**src/rtl/rename_map_lifo_if.sv**
```systemverilog
// Rename/commit/flush handshake bundle between decode, retire and the rename unit.
interface rename_map_lifo_if #(
  parameter int unsigned ARCH_REG_WIDTH = 5,
  parameter int unsigned PHYS_REG_WIDTH = 6
);
  logic                      rename_valid_i;
  logic                      rename_ready_o;
  logic [ARCH_REG_WIDTH-1:0] rename_rd_i;
  logic [ARCH_REG_WIDTH-1:0] rename_rs1_i;
  logic [ARCH_REG_WIDTH-1:0] rename_rs2_i;
  logic                      out_valid_o;
  logic [PHYS_REG_WIDTH-1:0] out_rd_o;
  logic [PHYS_REG_WIDTH-1:0] out_rs1_o;
  logic [PHYS_REG_WIDTH-1:0] out_rs2_o;
  logic [PHYS_REG_WIDTH-1:0] out_prev_rd_o;
  logic                      commit_valid_i;
  logic [ARCH_REG_WIDTH-1:0] commit_ard_i;
  logic [PHYS_REG_WIDTH-1:0] commit_prd_i;
  logic [PHYS_REG_WIDTH-1:0] commit_prev_prd_i;
  logic                      flush_i;
  logic [PHYS_REG_WIDTH-1:0] free_count_o;
  logic                      busy_o;

  modport master (
    output rename_valid_i, rename_rd_i, rename_rs1_i, rename_rs2_i,
    output commit_valid_i, commit_ard_i, commit_prd_i, commit_prev_prd_i, flush_i,
    input  rename_ready_o, out_valid_o, out_rd_o, out_rs1_o, out_rs2_o, out_prev_rd_o,
    input  free_count_o, busy_o
  );

  modport slave (
    input  rename_valid_i, rename_rd_i, rename_rs1_i, rename_rs2_i,
    input  commit_valid_i, commit_ard_i, commit_prd_i, commit_prev_prd_i, flush_i,
    output rename_ready_o, out_valid_o, out_rd_o, out_rs1_o, out_rs2_o, out_prev_rd_o,
    output free_count_o, busy_o
  );
endinterface

```
**src/rtl/rename_map_lifo.sv**
```systemverilog
// Register rename unit: speculative/committed RATs, LIFO free list, and a
// one-register-per-cycle free-list rebuild from the committed bitmap after flush.
module rename_map_lifo #(
  parameter int unsigned ARCH_REG_WIDTH = 5,
  parameter int unsigned PHYS_REG_WIDTH = 6
) (
  input logic              clk_i,
  input logic              rst_ni,
  rename_map_lifo_if.slave rn_io
);
  localparam int unsigned NumArch = 2 ** ARCH_REG_WIDTH;
  localparam int unsigned NumPhys = 2 ** PHYS_REG_WIDTH;

  typedef logic [PHYS_REG_WIDTH-1:0] preg_t;
  typedef enum logic [0:0] {StIdle, StRebuild} state_e;

  localparam preg_t MaxPhys = preg_t'(NumPhys - 1);
  localparam preg_t One     = preg_t'(1);

  state_e             r_state, w_state_next;
  preg_t              r_spec_rat [NumArch];
  preg_t              r_comm_rat [NumArch];
  logic [NumPhys-1:0] r_bitmap;
  preg_t              r_stack    [NumPhys];
  preg_t              r_count;
  preg_t              r_scan;
  logic               r_out_valid;
  preg_t              r_out_rd, r_out_rs1, r_out_rs2, r_out_prev;

  logic  w_idle, w_flush, w_ready, w_accept, w_pop, w_commit, w_push;
  preg_t w_top, w_prev;

  assign w_idle   = (r_state == StIdle);
  assign w_flush  = rn_io.flush_i;
  assign w_ready  = (r_count != '0) && w_idle && !w_flush;
  assign w_accept = rn_io.rename_valid_i && w_ready;
  assign w_pop    = w_accept && (rn_io.rename_rd_i != '0);
  // Commits are only honoured while idle; the push is dropped on flush or when full.
  assign w_commit = rn_io.commit_valid_i && w_idle && (rn_io.commit_ard_i != '0);
  assign w_prev   = rn_io.commit_prev_prd_i;
  assign w_push   = w_commit && !w_flush && (w_prev != '0) && (r_count != MaxPhys);
  assign w_top    = r_stack[r_count - One];

  always_comb begin
    w_state_next = r_state;
    unique case (r_state)
      StIdle:    if (w_flush) w_state_next = StRebuild;
      StRebuild: if (!w_flush && (r_scan == One)) w_state_next = StIdle;
      default:   w_state_next = StIdle;
    endcase
  end

  always_ff @(posedge clk_i or negedge rst_ni) begin
    if (!rst_ni) r_state <= StIdle;
    else         r_state <= w_state_next;
  end

  always_ff @(posedge clk_i or negedge rst_ni) begin
    if (!rst_ni) begin
      for (int i = 0; i < NumArch; i++) begin
        r_spec_rat[i] <= '0;
        r_comm_rat[i] <= '0;
      end
      r_bitmap <= '0;
      // Bottom of stack holds the highest register so that 1 ends up on top.
      for (int i = 0; i < NumPhys; i++) r_stack[i] <= preg_t'(NumPhys - 1 - i);
      r_count     <= MaxPhys;
      r_scan      <= '0;
      r_out_valid <= 1'b0;
      r_out_rd    <= '0;
      r_out_rs1   <= '0;
      r_out_rs2   <= '0;
      r_out_prev  <= '0;
    end else begin
      r_out_valid <= w_accept;
      if (w_accept) begin
        r_out_rs1  <= r_spec_rat[rn_io.rename_rs1_i];
        r_out_rs2  <= r_spec_rat[rn_io.rename_rs2_i];
        r_out_rd   <= w_pop ? w_top : '0;
        r_out_prev <= w_pop ? r_spec_rat[rn_io.rename_rd_i] : '0;
      end

      if (w_commit) begin
        r_comm_rat[rn_io.commit_ard_i] <= rn_io.commit_prd_i;
        if (w_prev != '0)              r_bitmap[w_prev] <= 1'b0;
        if (rn_io.commit_prd_i != '0)  r_bitmap[rn_io.commit_prd_i] <= 1'b1;
      end

      if (w_flush) begin
        for (int i = 0; i < NumArch; i++) r_spec_rat[i] <= r_comm_rat[i];
        if (w_commit) r_spec_rat[rn_io.commit_ard_i] <= rn_io.commit_prd_i;
        r_count <= '0;
        r_scan  <= MaxPhys;
      end else if (!w_idle) begin
        if (!r_bitmap[r_scan]) begin
          r_stack[r_count] <= r_scan;
          r_count          <= r_count + One;
        end
        r_scan <= r_scan - One;
      end else begin
        if (w_pop) r_spec_rat[rn_io.rename_rd_i] <= w_top;
        // Shared pop/push: the pushed register lands in the slot just popped.
        if (w_pop && w_push) begin
          r_stack[r_count - One] <= w_prev;
        end else if (w_push) begin
          r_stack[r_count] <= w_prev;
          r_count          <= r_count + One;
        end else if (w_pop) begin
          r_count <= r_count - One;
        end
      end
    end
  end

  assign rn_io.rename_ready_o = w_ready;
  assign rn_io.out_valid_o    = r_out_valid;
  assign rn_io.out_rd_o       = r_out_rd;
  assign rn_io.out_rs1_o      = r_out_rs1;
  assign rn_io.out_rs2_o      = r_out_rs2;
  assign rn_io.out_prev_rd_o  = r_out_prev;
  assign rn_io.free_count_o   = r_count;
  assign rn_io.busy_o         = !w_idle;
endmodule
```
**src/flat_wrapper.sv**
```systemverilog
// flat-port wrapper written by rule: the top's interface ports become plain ports
module rename_map_lifo_flat 
#(
  parameter int unsigned ARCH_REG_WIDTH = 5,
  parameter int unsigned PHYS_REG_WIDTH = 6
)
  (clk_i, rst_ni, rn_io_rename_valid_i, rn_io_rename_rd_i, rn_io_rename_rs1_i, rn_io_rename_rs2_i, rn_io_commit_valid_i, rn_io_commit_ard_i, rn_io_commit_prd_i, rn_io_commit_prev_prd_i, rn_io_flush_i, rn_io_rename_ready_o, rn_io_out_valid_o, rn_io_out_rd_o, rn_io_out_rs1_o, rn_io_out_rs2_o, rn_io_out_prev_rd_o, rn_io_free_count_o, rn_io_busy_o);
  rename_map_lifo_if #(.ARCH_REG_WIDTH(ARCH_REG_WIDTH), .PHYS_REG_WIDTH(PHYS_REG_WIDTH)) rn_io_i ();
  input logic clk_i;
  input logic rst_ni;
  input wire logic [$bits(rn_io_i.rename_valid_i)-1:0] rn_io_rename_valid_i;
  input wire logic [$bits(rn_io_i.rename_rd_i)-1:0] rn_io_rename_rd_i;
  input wire logic [$bits(rn_io_i.rename_rs1_i)-1:0] rn_io_rename_rs1_i;
  input wire logic [$bits(rn_io_i.rename_rs2_i)-1:0] rn_io_rename_rs2_i;
  input wire logic [$bits(rn_io_i.commit_valid_i)-1:0] rn_io_commit_valid_i;
  input wire logic [$bits(rn_io_i.commit_ard_i)-1:0] rn_io_commit_ard_i;
  input wire logic [$bits(rn_io_i.commit_prd_i)-1:0] rn_io_commit_prd_i;
  input wire logic [$bits(rn_io_i.commit_prev_prd_i)-1:0] rn_io_commit_prev_prd_i;
  input wire logic [$bits(rn_io_i.flush_i)-1:0] rn_io_flush_i;
  output wire logic [$bits(rn_io_i.rename_ready_o)-1:0] rn_io_rename_ready_o;
  output wire logic [$bits(rn_io_i.out_valid_o)-1:0] rn_io_out_valid_o;
  output wire logic [$bits(rn_io_i.out_rd_o)-1:0] rn_io_out_rd_o;
  output wire logic [$bits(rn_io_i.out_rs1_o)-1:0] rn_io_out_rs1_o;
  output wire logic [$bits(rn_io_i.out_rs2_o)-1:0] rn_io_out_rs2_o;
  output wire logic [$bits(rn_io_i.out_prev_rd_o)-1:0] rn_io_out_prev_rd_o;
  output wire logic [$bits(rn_io_i.free_count_o)-1:0] rn_io_free_count_o;
  output wire logic [$bits(rn_io_i.busy_o)-1:0] rn_io_busy_o;
  assign rn_io_i.rename_valid_i = rn_io_rename_valid_i;
  assign rn_io_i.rename_rd_i = rn_io_rename_rd_i;
  assign rn_io_i.rename_rs1_i = rn_io_rename_rs1_i;
  assign rn_io_i.rename_rs2_i = rn_io_rename_rs2_i;
  assign rn_io_i.commit_valid_i = rn_io_commit_valid_i;
  assign rn_io_i.commit_ard_i = rn_io_commit_ard_i;
  assign rn_io_i.commit_prd_i = rn_io_commit_prd_i;
  assign rn_io_i.commit_prev_prd_i = rn_io_commit_prev_prd_i;
  assign rn_io_i.flush_i = rn_io_flush_i;
  assign rn_io_rename_ready_o = rn_io_i.rename_ready_o;
  assign rn_io_out_valid_o = rn_io_i.out_valid_o;
  assign rn_io_out_rd_o = rn_io_i.out_rd_o;
  assign rn_io_out_rs1_o = rn_io_i.out_rs1_o;
  assign rn_io_out_rs2_o = rn_io_i.out_rs2_o;
  assign rn_io_out_prev_rd_o = rn_io_i.out_prev_rd_o;
  assign rn_io_free_count_o = rn_io_i.free_count_o;
  assign rn_io_busy_o = rn_io_i.busy_o;
  rename_map_lifo #(.ARCH_REG_WIDTH(ARCH_REG_WIDTH), .PHYS_REG_WIDTH(PHYS_REG_WIDTH)) u_core (.clk_i(clk_i), .rst_ni(rst_ni), .rn_io(rn_io_i));
endmodule
```
**config.mk**
```make
export PLATFORM = sky130hd
export DESIGN_NAME = rename_map_lifo_flat
export DESIGN_NICKNAME = d
export VERILOG_FILES = /design/src/rtl/rename_map_lifo_if.sv /design/src/rtl/rename_map_lifo.sv /design/src/flat_wrapper.sv
export SDC_FILE = /design/constraint.sdc
export NUM_CORES = 2
export LEC_CHECK = 0
export BUFFER_PORTS_ARGS = -buffer_cell sky130_fd_sc_hd__buf_2
export CAP_MARGIN = 20
export CORE_MARGIN = 2
export CORE_UTILIZATION = 35
export DETAILED_ROUTE_END_ITERATION = 16
export PLACE_DENSITY = 0.46
export REMOVE_ABC_BUFFERS = 1
export SYNTH_ARGS = -nofsm -noshare
export SYNTH_HDL_FRONTEND = slang
export SYNTH_SLANG_ARGS = --single-unit
```
**constraint.sdc**
```tcl
create_clock -name clk_i -period 8.4 [get_ports clk_i]
set_input_delay 1.68 -clock clk_i [delete_from_list [all_inputs] [get_ports clk_i]]
set_output_delay 1.68 -clock clk_i [all_outputs]
set_load 0.05 [all_outputs]
```
Word level (Yosys, flattened, before mapping)
Cells that the tools add are included.
{"block": "op_classes", "n_addsub": 3, "order_cmp": 15, "eq_ne": 6, "muxes": 55, "bitwise_logic": 11, "n_reduce_logical": 30}
{"operator": "384-bit two-way mux", "n": 4}
{"operator": "384-bit bitwise mux", "n": 3}
{"operator": "192-bit two-way mux", "n": 4}
{"operator": "192-bit bitwise mux", "n": 2}
{"operator": "64-bit two-way mux", "n": 3}
{"operator": "6-bit two-way mux", "n": 22}
{"operator": "6-bit binary-select mux with 5-bit select", "n": 3}
{"operator": "6-bit demux with 6-bit select", "n": 2}
{"operator": "64-bit bitwise AND", "n": 1}
{"operator": "64-bit NOT", "n": 1}
{"operator": "64-bit bitwise OR", "n": 1}
{"operator": "6-bit demux with 5-bit select", "n": 2}
{"operator": "6-bit binary-select mux with 6-bit select", "n": 1}
{"operator": "6-bit >= comparator (second input constant)", "n": 4}
{"operator": "5-bit NOT with 6-bit output", "n": 4}
{"operator": "6-bit by 7-bit less-than comparator with 1-bit output (second input constant)", "n": 3}
{"operator": "6-bit nonzero test", "n": 3}
{"operator": "1-bit logical AND", "n": 17}
{"operator": "7-bit >= comparator (second input constant)", "n": 2}
{"operator": "7-bit by 1-bit less-than comparator with 1-bit output (second input constant)", "n": 2}
{"operator": "6-bit NOT with 7-bit output", "n": 2}
{"operator": "1-bit demux with 6-bit select", "n": 2}
{"operator": "6-bit by 1-bit >= comparator with 1-bit output (second input constant)", "n": 2}
{"operator": "6-bit by 1-bit less-than comparator with 1-bit output (second input constant)", "n": 2}
{"operator": "18 further kinds", "n": 28}
{"block": "word_totals", "register_bits": 870, "input_bits": 37, "out_inout_bits": 33}

Depth between registers and ports, before layout
{"block": "depth", "word_depth": 10, "ltp_mapped": 19}

Worst setup path after synthesis
No wires, ideal clock.
{"block": "synth_timing", "kind": "input to output", "startpoint": "input rn_io_flush_i", "endpoint": "output rn_io_rename_ready_o", "t_arrival_ns": 3.472, "slack_ns": 3.248, "stages": 4, "n_path_buf": 3, "path_cell_list": "buf_1 clkbuf_1 clkbuf_1 nor3_1"}
{"block": "synth_between", "elab_chain_len": 2}
{"element": "from (decl)", "line": "flat_wrapper.sv:19", "source": "input wire logic [$bits(rn_io_i.flush_i)-1:0] rn_io_flush_i;"}
{"element": "1-bit zero test", "line": "rename_map_lifo.sv:35", "source": "assign w_ready = (r_count != '0) && w_idle && !w_flush;"}
{"element": "1-bit logical AND", "line": "rename_map_lifo.sv:35"}
{"element": "to (decl)", "line": "flat_wrapper.sv:20", "source": "output wire logic [$bits(rn_io_i.rename_ready_o)-1:0] rn_io_rename_ready_o;"}
No other way between the ends.

Worst setup path in the final report
{"block": "layout_timing", "startpoint": "register u_core.r_count[0] (netlist: u_core.rn_io.free_count_o[0])", "endpoint": "register u_core.r_spec_rat[180] (netlist name)"}
{"block": "layout_between", "elab_chain_len": 9, "word_cells_on_any_way": 16}
{"element": "from (decl)", "line": "rename_map_lifo.sv:25", "source": "preg_t r_count;"}
{"element": "from (signal assigned)", "line": "rename_map_lifo.sv:67", "source": "r_count <= MaxPhys;"}
{"element": "from (signal assigned)", "line": "rename_map_lifo.sv:97", "source": "r_count <= r_count + One;"}
{"element": "from (signal assigned)", "line": "rename_map_lifo.sv:107", "source": "r_count <= r_count + One;"}
{"element": "6-bit by 1-bit subtractor with 6-bit output", "line": "rename_map_lifo.sv:42", "source": "assign w_top = r_stack[r_count - One];"}
{"element": "6-bit NOT with 7-bit output (implied by the code)", "line": "rename_map_lifo.sv:42"}
{"element": "6-bit binary-select mux with 6-bit select", "line": "rename_map_lifo.sv:42"}
{"element": "6-bit two-way mux (implied by the code) (2 in series)", "line": "rename_map_lifo.sv:42"}
{"element": "192-bit bitwise mux", "line": "rename_map_lifo.sv:101", "source": "if (w_pop) r_spec_rat[rn_io.rename_rd_i] <= w_top;"}
{"element": "192-bit two-way mux", "line": "rename_map_lifo.sv:101"}
{"element": "192-bit two-way mux", "line": "rename_map_lifo.sv:94", "source": "end else if (!w_idle) begin"}
{"element": "192-bit two-way mux", "line": "rename_map_lifo.sv:89", "source": "if (w_flush) begin"}
{"element": "to (signal, indexed assignment)", "line": "rename_map_lifo.sv:91", "source": "if (w_commit) r_spec_rat[rn_io.commit_ard_i] <= rn_io.commit_prd_i;"}
{"element": "to (signal, indexed assignment)", "line": "rename_map_lifo.sv:101"}
{"element": "to (decl)", "line": "rename_map_lifo.sv:21", "source": "preg_t r_spec_rat [NumArch];"}
Parallel ways exist; a longest one is shown, timed or not. The select of a mux whose other input is x is not followed.
A chain may end at the register's enable or synchronous reset.

==> metrics.txt <==
Avg Synthesized Cell Area 11.3 um2; WL/cell 29.6 um; Peak supply drop around 0.16 mV; post-synthesis cell type count a little under 100; DR pass1 iterations 6; fin util 0.391; Synth Warn # 0; Seq cells post-synth a little under 900; largest net degree at the start of global routing 204; top cells by area, synth dfrtp_1 35%, mux2_2 13%, dfstp_2 11%; # IOs 70; DR vias/cell 6.00; first-pass GRT wire length about 260,000 um; most area-hungry cell type in the Yosys netlist dfrtp_1; reg2reg end u_core.r_spec_rat[180]$_DFFE_PN0P_; Multi-input gate area 0.0239 mm2; nets 4,133; # hold bufs at CTS 0; CTS resizes 0; Post-Route WL 176,000 um; Core Area roughly 0.14 mm2; Static Leak 21.7 nW; Mapped Cells 4,222; CP Max Fanout 39; crit path kind register to register; CTS H-tree depth 3; crit end category register; GR Overflow Total 0; clk_lat worst skew 0.74 ns; setup violators final 0; Slew Limit Fails 0; Hold Slack 0.370 ns; Layout area overhead 11.0%; clk_skew roughly 0.045 ns; Finished Cell Area between 0.05 and 0.06 mm2; detailed placement HPWL 110,000 um; DRC viols 0; Worst R2R Path Depth 11; Worst-Margin Slew 1.20 ns; Starting Density 0.352; register area share after synthesis 0.463; filler cell count 13,200; f_max roughly 0.18 GHz; Tightest Hold Check Type register to register; maxcap violations 0; DRT antenna net count 0; total track usage 0.250; outcome completed; cts bufs inserted roughly 100; Tcrit/Tclk final 0.673; register area about 0.022 mm2; total negative slack 0 ns; postcts setup bufs 0; Crit path required time 9.02 ns; port bufs 69; Worst slew margin 0.200; Final Hold Vio Count 0; RSZ-0062 raised after global routing no; minimum clock period around 5.7 ns; commonest cells after routing, fill and taps aside 672 x dfrtp_1, 597 x o21ai_0, 562 x mux2_2; Arr. time, crit path 6.28 ns; worst hold start u_core.r_comm_rat[186]$_DFF_PN0_; Worst Hold End u_core.r_comm_rat[186]$_DFF_PN0_; initial antenna violation count 7; Worst Hold Depth 0; Synth Flop Type dfrtp_1; Starting DRT DRC Count around 3,000; launching element type of the critical path register; clk sink count 870; die area 0.139 mm2; Crit. Startpoint u_core.rn_io.free_count_o[0]$_DFFE_PN1P_; routed vias 35,800; PD cells roughly 210 mW/mm2; Clock Pin Slew Worst Setup and Hold Paths 0.07 ns; FFs w/ async S/R, synth 1.00; Post-synth EDFFs 0; share of the synthesized area in the top cell type 0.354; vias in the first global route 35,100; Reg2Reg Setup Slack 2.75 ns; Critical R2R Launch u_core.rn_io.free_count_o[0]$_DFFE_PN1P_; Cell Area, Synth 0.0476 mm2; Post-DP Area 0.0493 mm2; row cnt 135; die span in y 373 um; RePlAce Congestion about 0.9; Die Width 373 um; Clock Tree Root clkbuf_16; share of cells above drive strength 1 0.336; most common cell after layout, fill and taps aside dfrtp_1; Max Buffers Root-to-Sink 3; CTS tree yes
## per-layer routing
metal  track usage  vias to the layer above  share of wire  wire length, um
met4        0.0917                        4          0.040             7000
met3        0.0357                      309          0.055             9630
met1         0.347                    18700           0.44            78000
met5             0                        -        0.00015               27
met2         0.395                     1229           0.46            81600
li1              -                    15500              -                -
## layout make-up
cell class / instances / share of cell area
clock buffer: 162 / 0.0581
inverter: 16 / 0.00114
multi-input combinational: 2950 / 0.453
sequential: 870 / 0.417
timing repair buffer: 150 / 0.0206
antenna: 2 / 0.0000948
tap: 1781 / 0.0422
clock inverter: 32 / 0.00806
## critical path: stages, from the launching register on
cell and delay, ns:
dfstp_4 0.82, clkinv_1 0.20, buf_4 0.41, ha_1 0.52, xnor2_2 0.24, buf_4 0.27
nor2_1 0.92, a221oi_1 0.35, a211oi_1 0.95, nor4b_4 0.10, buf_4 0.34, o221ai_1 0.31
## synth_stat cells (15+ instances only)
master	number
nand2b_1	24
nor2_1	97
buf_4	24
nand3_2	15
o22ai_1	44
nor3_1	37
o221ai_1	165
and3_1	26
nor2b_1	24
nand3_1	76
dfstp_2	198
mux2_2	562
buf_2	80
clkbuf_1	250
buf_1	23
nand2_2	21
nand4_1	22
a21oi_1	79
nand2_1	559
mux4_2	205
mux2i_1	93
dfrtp_1	672
and3b_1	20
mux2_4	24
mux2_1	16
o21ai_0	597
## logic make-up (layout without fill, tap and decap cells)
group | after synthesis | count (layout) | share of synthesized area
AOI/OAI and AO/OA | 1030 | 1030 | 0.134
and+or+nand+nor | 1003 | 1003 | 0.101
muxes | 900 | 900 | 0.261
DFF | 870 | 870 | 0.463
buffers and inverters | 402 | 360 | 0.0371
xor gates and xnor gates | 12 | 12 | 0.00260
adders and majority gates | 5 | 5 | 0.00132
other | 0 | 2 | 0
## power by group
part           internal [mW]  switching [mW]  total (mW)
sequential              4.48           0.139        4.62
clock                   2.70            1.96        4.66
combinational          0.569            1.33        1.90
total                   7.75            3.43        11.2
## stage by stage
| step | cells | setup slack [ns] | power, mW |
|---|---|---|---|
| after floorplan | 3836 | -0.931 | 5.59 |
| after global placement | 5764 | 2.79 | 6.57 |
| after detailed placement | 5766 | 2.74 | 6.58 |
| after CTS | 5960 | 2.86 | 11.3 |
| after global routing | 5962 | 2.69 | 11.6 |
| final | 5963 | 2.75 | 11.2 |
## flip-flops by register name, indices dropped and copies added (netlist names)
| register | flops |
|---|---|
| u_core.rn_io.free_count_o | 6 |
| u_core.rn_io.busy_o | 1 |
| u_core.rn_io.out_rd_o | 6 |
| u_core.rn_io.out_rs2_o | 6 |
| u_core.rn_io.out_valid_o | 1 |
| u_core.r_comm_rat | 192 |
| u_core.r_stack | 384 |
| u_core.rn_io.out_rs1_o | 6 |
| u_core.rn_io.out_prev_rd_o | 6 |
| u_core.r_bitmap | 64 |
| u_core.r_spec_rat | 192 |
| u_core.r_scan | 6 |
## worst max path at each step
| stage | end | slack (ns) | depth (start not counted) |
|---|---|---|---|
| floorplan | u_core.r_spec_rat[105]$_DFFE_PN0P_ | -0.93 | 9 |
| global placement | u_core.r_stack[5]$_DFFE_PN0P_ | 2.79 | 12 |
| detailed placement | u_core.r_stack[24]$_DFFE_PN0P_ | 2.74 | 12 |
| CTS | u_core.r_spec_rat[64]$_DFFE_PN0P_ | 2.86 | 10 |
| global route | u_core.r_spec_rat[156]$_DFFE_PN0P_ | 2.69 | 12 |
| finish | u_core.r_spec_rat[180]$_DFFE_PN0P_ | 2.75 | 11 |
(Power assumes the default switching activity.)
